**config.mk**
```make
export PLATFORM = sky130hd
export DESIGN_NAME = axi_write_vector_flat
export DESIGN_NICKNAME = d
export VERILOG_FILES = /design/src/rtl/axi_write_vector_pkg.sv /design/src/rtl/axi_stream_if.sv /design/src/rtl/axi_write_vector.sv /design/src/flat_wrapper.sv
export SDC_FILE = /design/constraint.sdc
export NUM_CORES = 1
export LEC_CHECK = 0
export ABC_CLOCK_PERIOD_IN_PS = 1440
export BUFFER_PORTS_ARGS = -buffer_cell sky130_fd_sc_hd__buf_4
export CAP_MARGIN = 40
export CORE_MARGIN = 3
export CORE_UTILIZATION = 46
export CTS_CLUSTER_DIAMETER = 100
export DETAILED_ROUTE_END_ITERATION = 10
export GPL_ROUTABILITY_DRIVEN = 0
export PLACE_DENSITY = 0.82
export SLEW_MARGIN = 20
export SYNTH_ARGS = -nofsm -noshare
export SYNTH_HDL_FRONTEND = slang
export SYNTH_SLANG_ARGS = --single-unit
```
**constraint.sdc**
```tcl
create_clock -name clk -period 1.44 [get_ports clk]
set_input_delay 0.072 -clock clk [delete_from_list [all_inputs] [get_ports clk]]
set_output_delay 0.072 -clock clk [all_outputs]
set_load 0.02 [all_outputs]
```
**src/rtl/axi_write_vector_pkg.sv**
```systemverilog
// Shared types for the vector stream writer/reader pair.
package axi_write_vector_pkg;

    typedef enum logic {
        DIR__LEFT  = 1'b0,
        DIR__RIGHT = 1'b1
    } dir_t;

    function automatic int unsigned ceil_div(input int unsigned a, input int unsigned b);
        return (a + b - 1) / b;
    endfunction

endpackage

```
**src/rtl/axi_stream_if.sv**
```systemverilog
// Minimal AXI-Stream bundle: valid/ready handshake with data and last.
interface axi_stream_if #(
    parameter int unsigned W = 8
) ();
    logic         tvalid;
    logic         tready;
    logic [W-1:0] tdata;
    logic         tlast;

    modport master (output tvalid, output tdata, output tlast, input tready);
    modport slave  (input tvalid, input tdata, input tlast, output tready);
endinterface

```
**src/rtl/axi_write_vector.sv**
```systemverilog
// Serialises one run-time-length bit-vector onto an AXI-Stream master,
// then pulses ready for one cycle once the last beat has been accepted.
module axi_write_vector
    import axi_write_vector_pkg::*;
#(
    parameter int unsigned MAX_VEC_LENGTH   = 8,
    parameter int unsigned AXI_DATA_WIDTH   = 8,
    parameter dir_t        WRITE_DIR        = DIR__LEFT,
    parameter int unsigned MAX_VEC_LENGTH_W = (MAX_VEC_LENGTH <= 1) ? 1 : $clog2(MAX_VEC_LENGTH + 1)
) (
    input  logic                        clk,
    input  logic                        rst_n,
    input  logic                        start,
    input  logic [MAX_VEC_LENGTH_W-1:0] vec_length,
    input  logic [MAX_VEC_LENGTH-1:0]   vec,
    input  logic                        last,
    output logic                        busy,
    output logic                        ready,
    axi_stream_if.master                data_out
);

    localparam int unsigned W     = AXI_DATA_WIDTH;
    localparam int unsigned NB    = (MAX_VEC_LENGTH == 0) ? 1 : ceil_div(MAX_VEC_LENGTH, W);
    localparam int unsigned SW    = NB * W;
    localparam int unsigned CNT_W = (NB <= 1) ? 1 : $clog2(NB + 1);

    typedef enum logic [1:0] {
        S_IDLE = 2'd0,
        S_SEND = 2'd1,
        S_DONE = 2'd2
    } state_t;

    state_t                      state_q;
    logic [SW-1:0]               sr_q;
    logic [CNT_W-1:0]            beats_q;
    logic                        last_q;
    logic                        tvalid_q;
    logic                        tlast_q;
    logic                        busy_q;
    logic                        ready_q;

    logic [MAX_VEC_LENGTH_W-1:0] len_c;
    logic [MAX_VEC_LENGTH-1:0]   mask_c;
    logic [SW-1:0]               load_c;
    logic [CNT_W-1:0]            nbeats_c;

    // Clamp the length, mask off unused bits and pre-align so beat 0 sits at the output slice.
    always_comb begin
        len_c    = (vec_length > MAX_VEC_LENGTH_W'(MAX_VEC_LENGTH))
                   ? MAX_VEC_LENGTH_W'(MAX_VEC_LENGTH) : vec_length;
        mask_c   = '0;
        for (int unsigned j = 0; j < MAX_VEC_LENGTH; j++) begin
            mask_c[j] = (MAX_VEC_LENGTH_W'(j) < len_c);
        end
        if (WRITE_DIR == DIR__LEFT) begin
            load_c = SW'(vec & mask_c) << (SW - 32'(len_c));
        end else begin
            load_c = SW'(vec & mask_c);
        end
        nbeats_c = (len_c == '0) ? CNT_W'(1) : CNT_W'((32'(len_c) + W - 1) / W);
    end

    always_ff @(posedge clk or negedge rst_n) begin
        if (!rst_n) begin
            state_q  <= S_IDLE;
            sr_q     <= '0;
            beats_q  <= '0;
            last_q   <= 1'b0;
            tvalid_q <= 1'b0;
            tlast_q  <= 1'b0;
            busy_q   <= 1'b0;
            ready_q  <= 1'b0;
        end else begin
            case (state_q)
                S_IDLE: begin
                    ready_q <= 1'b0;
                    if (start) begin
                        sr_q     <= load_c;
                        beats_q  <= nbeats_c;
                        last_q   <= last;
                        tvalid_q <= 1'b1;
                        tlast_q  <= last && (nbeats_c == CNT_W'(1));
                        busy_q   <= 1'b1;
                        state_q  <= S_SEND;
                    end
                end
                S_SEND: begin
                    if (data_out.tready) begin
                        if (beats_q == CNT_W'(1)) begin
                            sr_q     <= '0;
                            beats_q  <= '0;
                            tvalid_q <= 1'b0;
                            tlast_q  <= 1'b0;
                            busy_q   <= 1'b0;
                            ready_q  <= 1'b1;
                            state_q  <= S_DONE;
                        end else begin
                            sr_q    <= (WRITE_DIR == DIR__LEFT) ? (sr_q << W) : (sr_q >> W);
                            beats_q <= beats_q - CNT_W'(1);
                            tlast_q <= last_q && (beats_q == CNT_W'(2));
                        end
                    end
                end
                S_DONE: begin
                    ready_q <= 1'b0;
                    state_q <= S_IDLE;
                end
                default: begin
                    state_q <= S_IDLE;
                end
            endcase
        end
    end

    // Current beat is the MSB slice for left packing, the LSB slice for right packing.
    generate
        if (WRITE_DIR == DIR__LEFT) begin : g_left
            assign data_out.tdata = sr_q[SW-1 -: W];
        end else begin : g_right
            assign data_out.tdata = sr_q[W-1:0];
        end
    endgenerate

    assign data_out.tvalid = tvalid_q;
    assign data_out.tlast  = tlast_q;
    assign busy            = busy_q;
    assign ready           = ready_q;

endmodule

```
**src/flat_wrapper.sv**
```systemverilog
// flat-port wrapper written by rule: the top's interface ports become plain ports
module axi_write_vector_flat import axi_write_vector_pkg::*;
#(
    parameter int unsigned MAX_VEC_LENGTH   = 8,
    parameter int unsigned AXI_DATA_WIDTH   = 8,
    parameter dir_t        WRITE_DIR        = DIR__LEFT,
    parameter int unsigned MAX_VEC_LENGTH_W = (MAX_VEC_LENGTH <= 1) ? 1 : $clog2(MAX_VEC_LENGTH + 1)
)
  (clk, rst_n, start, vec_length, vec, last, busy, ready, data_out_tvalid, data_out_tdata, data_out_tlast, data_out_tready);
  axi_stream_if #(.W((8))) data_out_i ();
  input  logic clk;
  input  logic rst_n;
  input  logic start;
  input  logic [MAX_VEC_LENGTH_W-1:0] vec_length;
  input  logic [MAX_VEC_LENGTH-1:0] vec;
  input  logic last;
  output logic busy;
  output logic ready;
  output wire logic [$bits(data_out_i.tvalid)-1:0] data_out_tvalid;
  output wire logic [$bits(data_out_i.tdata)-1:0] data_out_tdata;
  output wire logic [$bits(data_out_i.tlast)-1:0] data_out_tlast;
  input wire logic [$bits(data_out_i.tready)-1:0] data_out_tready;
  assign data_out_tvalid = data_out_i.tvalid;
  assign data_out_tdata = data_out_i.tdata;
  assign data_out_tlast = data_out_i.tlast;
  assign data_out_i.tready = data_out_tready;
  axi_write_vector #(.MAX_VEC_LENGTH(MAX_VEC_LENGTH), .AXI_DATA_WIDTH(AXI_DATA_WIDTH), .WRITE_DIR(WRITE_DIR), .MAX_VEC_LENGTH_W(MAX_VEC_LENGTH_W)) u_core (.clk(clk), .rst_n(rst_n), .start(start), .vec_length(vec_length), .vec(vec), .last(last), .busy(busy), .ready(ready), .data_out(data_out_i));
endmodule
```
==> metrics.txt <==
status=finished with violations; failing checks=negative setup slack; syn_nets=135; core footprint=2042 sq um; TritonCTS Sinks=15; DIE HEIGHT=53.23 microns; worst-path maximum fanout=6; Hold Vio Cnt, Final=0; FF-to-FF setup slack=-100 ps; vias=1050; Multi-input gate area=701.9 sq um; clk_skew=15.95 ps; Rel. slew slack=75.46%; grt total ovfl=0; # IOs=29; register bit total from synthesis=15; wire per inst=14.99 microns; FFs w/ async S/R, synth=100.0%; routed wire length=2.819 mm; LEAKAGE=0.7563 nW; Post-Synthesis Cells=116; final worst-path setup slack=-99.25 ps; peak supply drop=1.034 mV; yosys warns=0; CTS tree=yes; Worst-path clk slew=100 ps; CTS Buf Count=3; final setup fails=8; vias in the first global route=1035; WP data arrival=1730 ps; Netlist cell types=42; RSZ-0062 raised after global routing=true; number of routed nets with antenna violations=0; share of the synthesized area in the top cell type=36.59%; Tot Pwr=2.113 mW; synthesized area=1026 sq um; wire length of the first global-routing pass=4.436 mm; Layout Nets=181; GRT Resource Usage Total=21.70%; Worst setup EP type=register; minimum clock period after layout=1539 ps; clock root cell=clkbuf_4; dpl hpwl=2.146 mm; Vias/cell=5.585; Post-synth EDFFs=0; Main synth FF type=dfrtp_1; Post-Place Cells=181; clock tree buffer depth=2; Area after DPL=1410 sq um; Worst Tran Pin Value=368.2 ps; Worst Path Required=1630 ps; initial core utilization=50.25%; critical path class=register to register; area leader, netlist=dfrtp_1; Hold WS=5.925 ps; H-tree Lvls=1; Die Width=53.23 microns; area grow syn2layout=48.54%; Initial DRT Pass Iterations=4; PortBufs=28; Mean Syn Cell Area=8.845 sq um; Die Area=2833 sq um; fin. max-slew vios=0; part of the Yosys area used for sequential elements=36.59%; Fillers=162; pre-CTS WS=-202.5 ps; share of layout cells above drive strength 1=46.58%; # DRC=0; Cell Pwr Density=1387 nW/um^2; Final Cycle Share=106.9%; fin area=1524 sq um; n_diodes=0; Clock Latency Late Sink=300 ps; drt initial violations=18; row count=16; Hold WC Path Type=input port to register; Synth area leaders=dfrtp_1 37%, nand2_1 7.3%, o21ai_0 5.9%; final std cells w/o fill=188; crit start category=register; largest net degree at the start of global routing=16; initial antenna violation count=0; number of max-cap violations=0; register area=375.4 sq um; Peak Freq=649.7 MHz
==> final timing paths <==
| kind | start | depth (start not counted) | to |
|---|---|---|---|
| min reg2reg | u_core.ready | 1 | u_core.ready |
| min | last | 2 | u_core.last_q |
| max reg2reg | u_core.state_q[0] | 5 | u_core.data_out.tdata[7] |
| max in group asynchronous | rst_n | 2 | u_core.data_out.tdata[0] |
| min in group asynchronous | rst_n | 2 | u_core.last_q |
| max | u_core.state_q[0] | 5 | u_core.data_out.tdata[7] |
==> worst max-delay path: stages, from the launching register on <==
cell     delay [ps]
dfrtp_1         420
buf_4           140
mux2i_1         110
or2_4           270
a32o_1          220
a221o_1         270
==> flip-flops by register name, indices dropped and copies added, names as in the netlist <==
register               cells
u_core.beats_q             1
u_core.busy                1
u_core.last_q              1
u_core.ready               1
u_core.data_out.tdata      8
u_core.data_out.tlast      1
u_core.state_q             2
==> cell families (layout without fill, tap and decap cells) <==
kind of cell,Yosys count,count (layout),synth area share (%)
buffers and inverters,11,56,5.487
AOI/OAI and AO/OA,35,35,24.03
muxes,4,4,4.024
adders and majority gates,2,2,2.439
DFF,15,15,36.59
and+or+nand+nor,48,48,24.76
xor gates and xnor gates,1,1,2.683
==> routing by layer <==
layer	track usage, %	vias up	routed length, microns
met4	16.17	0	84
li1	-	514	-
met5	0	-	0
met2	37.76	30	1421
met3	1.408	7	113
met1	24.39	499	1200
==> stage by stage <==
stage | utilization (%) | TNS [ps]
detailed placement | 69.06 | -956.9
CTS | 72.30 | -187.8
global placement | 69.06 | -658.5
global route | 74.63 | -753.8
floorplan | - | -284.9
finish | 74.63 | -376.8
==> timing repair <==
item                                    4_1_cts  5_1_grt
hold buffers                                  1        0
gates cloned                                  0        0
endpoints found under the setup margin        5        9
setup buffers                                 1        1
pin swaps                                     2        6
resized for setup                             8        9
hold endpoints to repair                     15        0
==> synthesized netlist by cell type (2+ instances only) <==
library cell and n:
a21oi_1 5, nor2b_1 5, ha_1 2, clkbuf_1 2, o21ai_0 12, a22o_1 2, or2_2 2, dfrtp_1 15
nor3_1 4, nand2b_1 3, inv_1 3, nand2_1 20, buf_2 3, nor2_1 5, mux2i_1 3, a221o_1 4
==> where the power goes <==
group / total [mW] / internal (mW) / switching (mW)
logic: 1.18 / 0.579 / 0.601
clock network: 0.248 / 0.104 / 0.144
registers: 0.686 / 0.569 / 0.117
total: 2.11 / 1.25 / 0.862
==> cells in the final DEF (no fill, tap or decap), drive strengths merged, types with 3 or more instances in the layout <==
cell    count
a22o        3
inv         3
dfrtp      15
clkbuf      3
nor2b       5
a21oi       5
a221o       4
nor2        6
mux2i       3
nand2b      4
nor3        4
nand2      20
buf        47
o21ai      12
==> layout make-up <==
type	instances	share of cell area, %
Clock buffer	3	1.478
Clock inverter	1	0.3284
Multi-Input combinational cell	90	46.06
Tap cell	27	2.217
Sequential cell	15	24.63
Inverter	4	0.9852
Timing Repair Buffer	48	24.30
(Power assumes the default switching activity.)
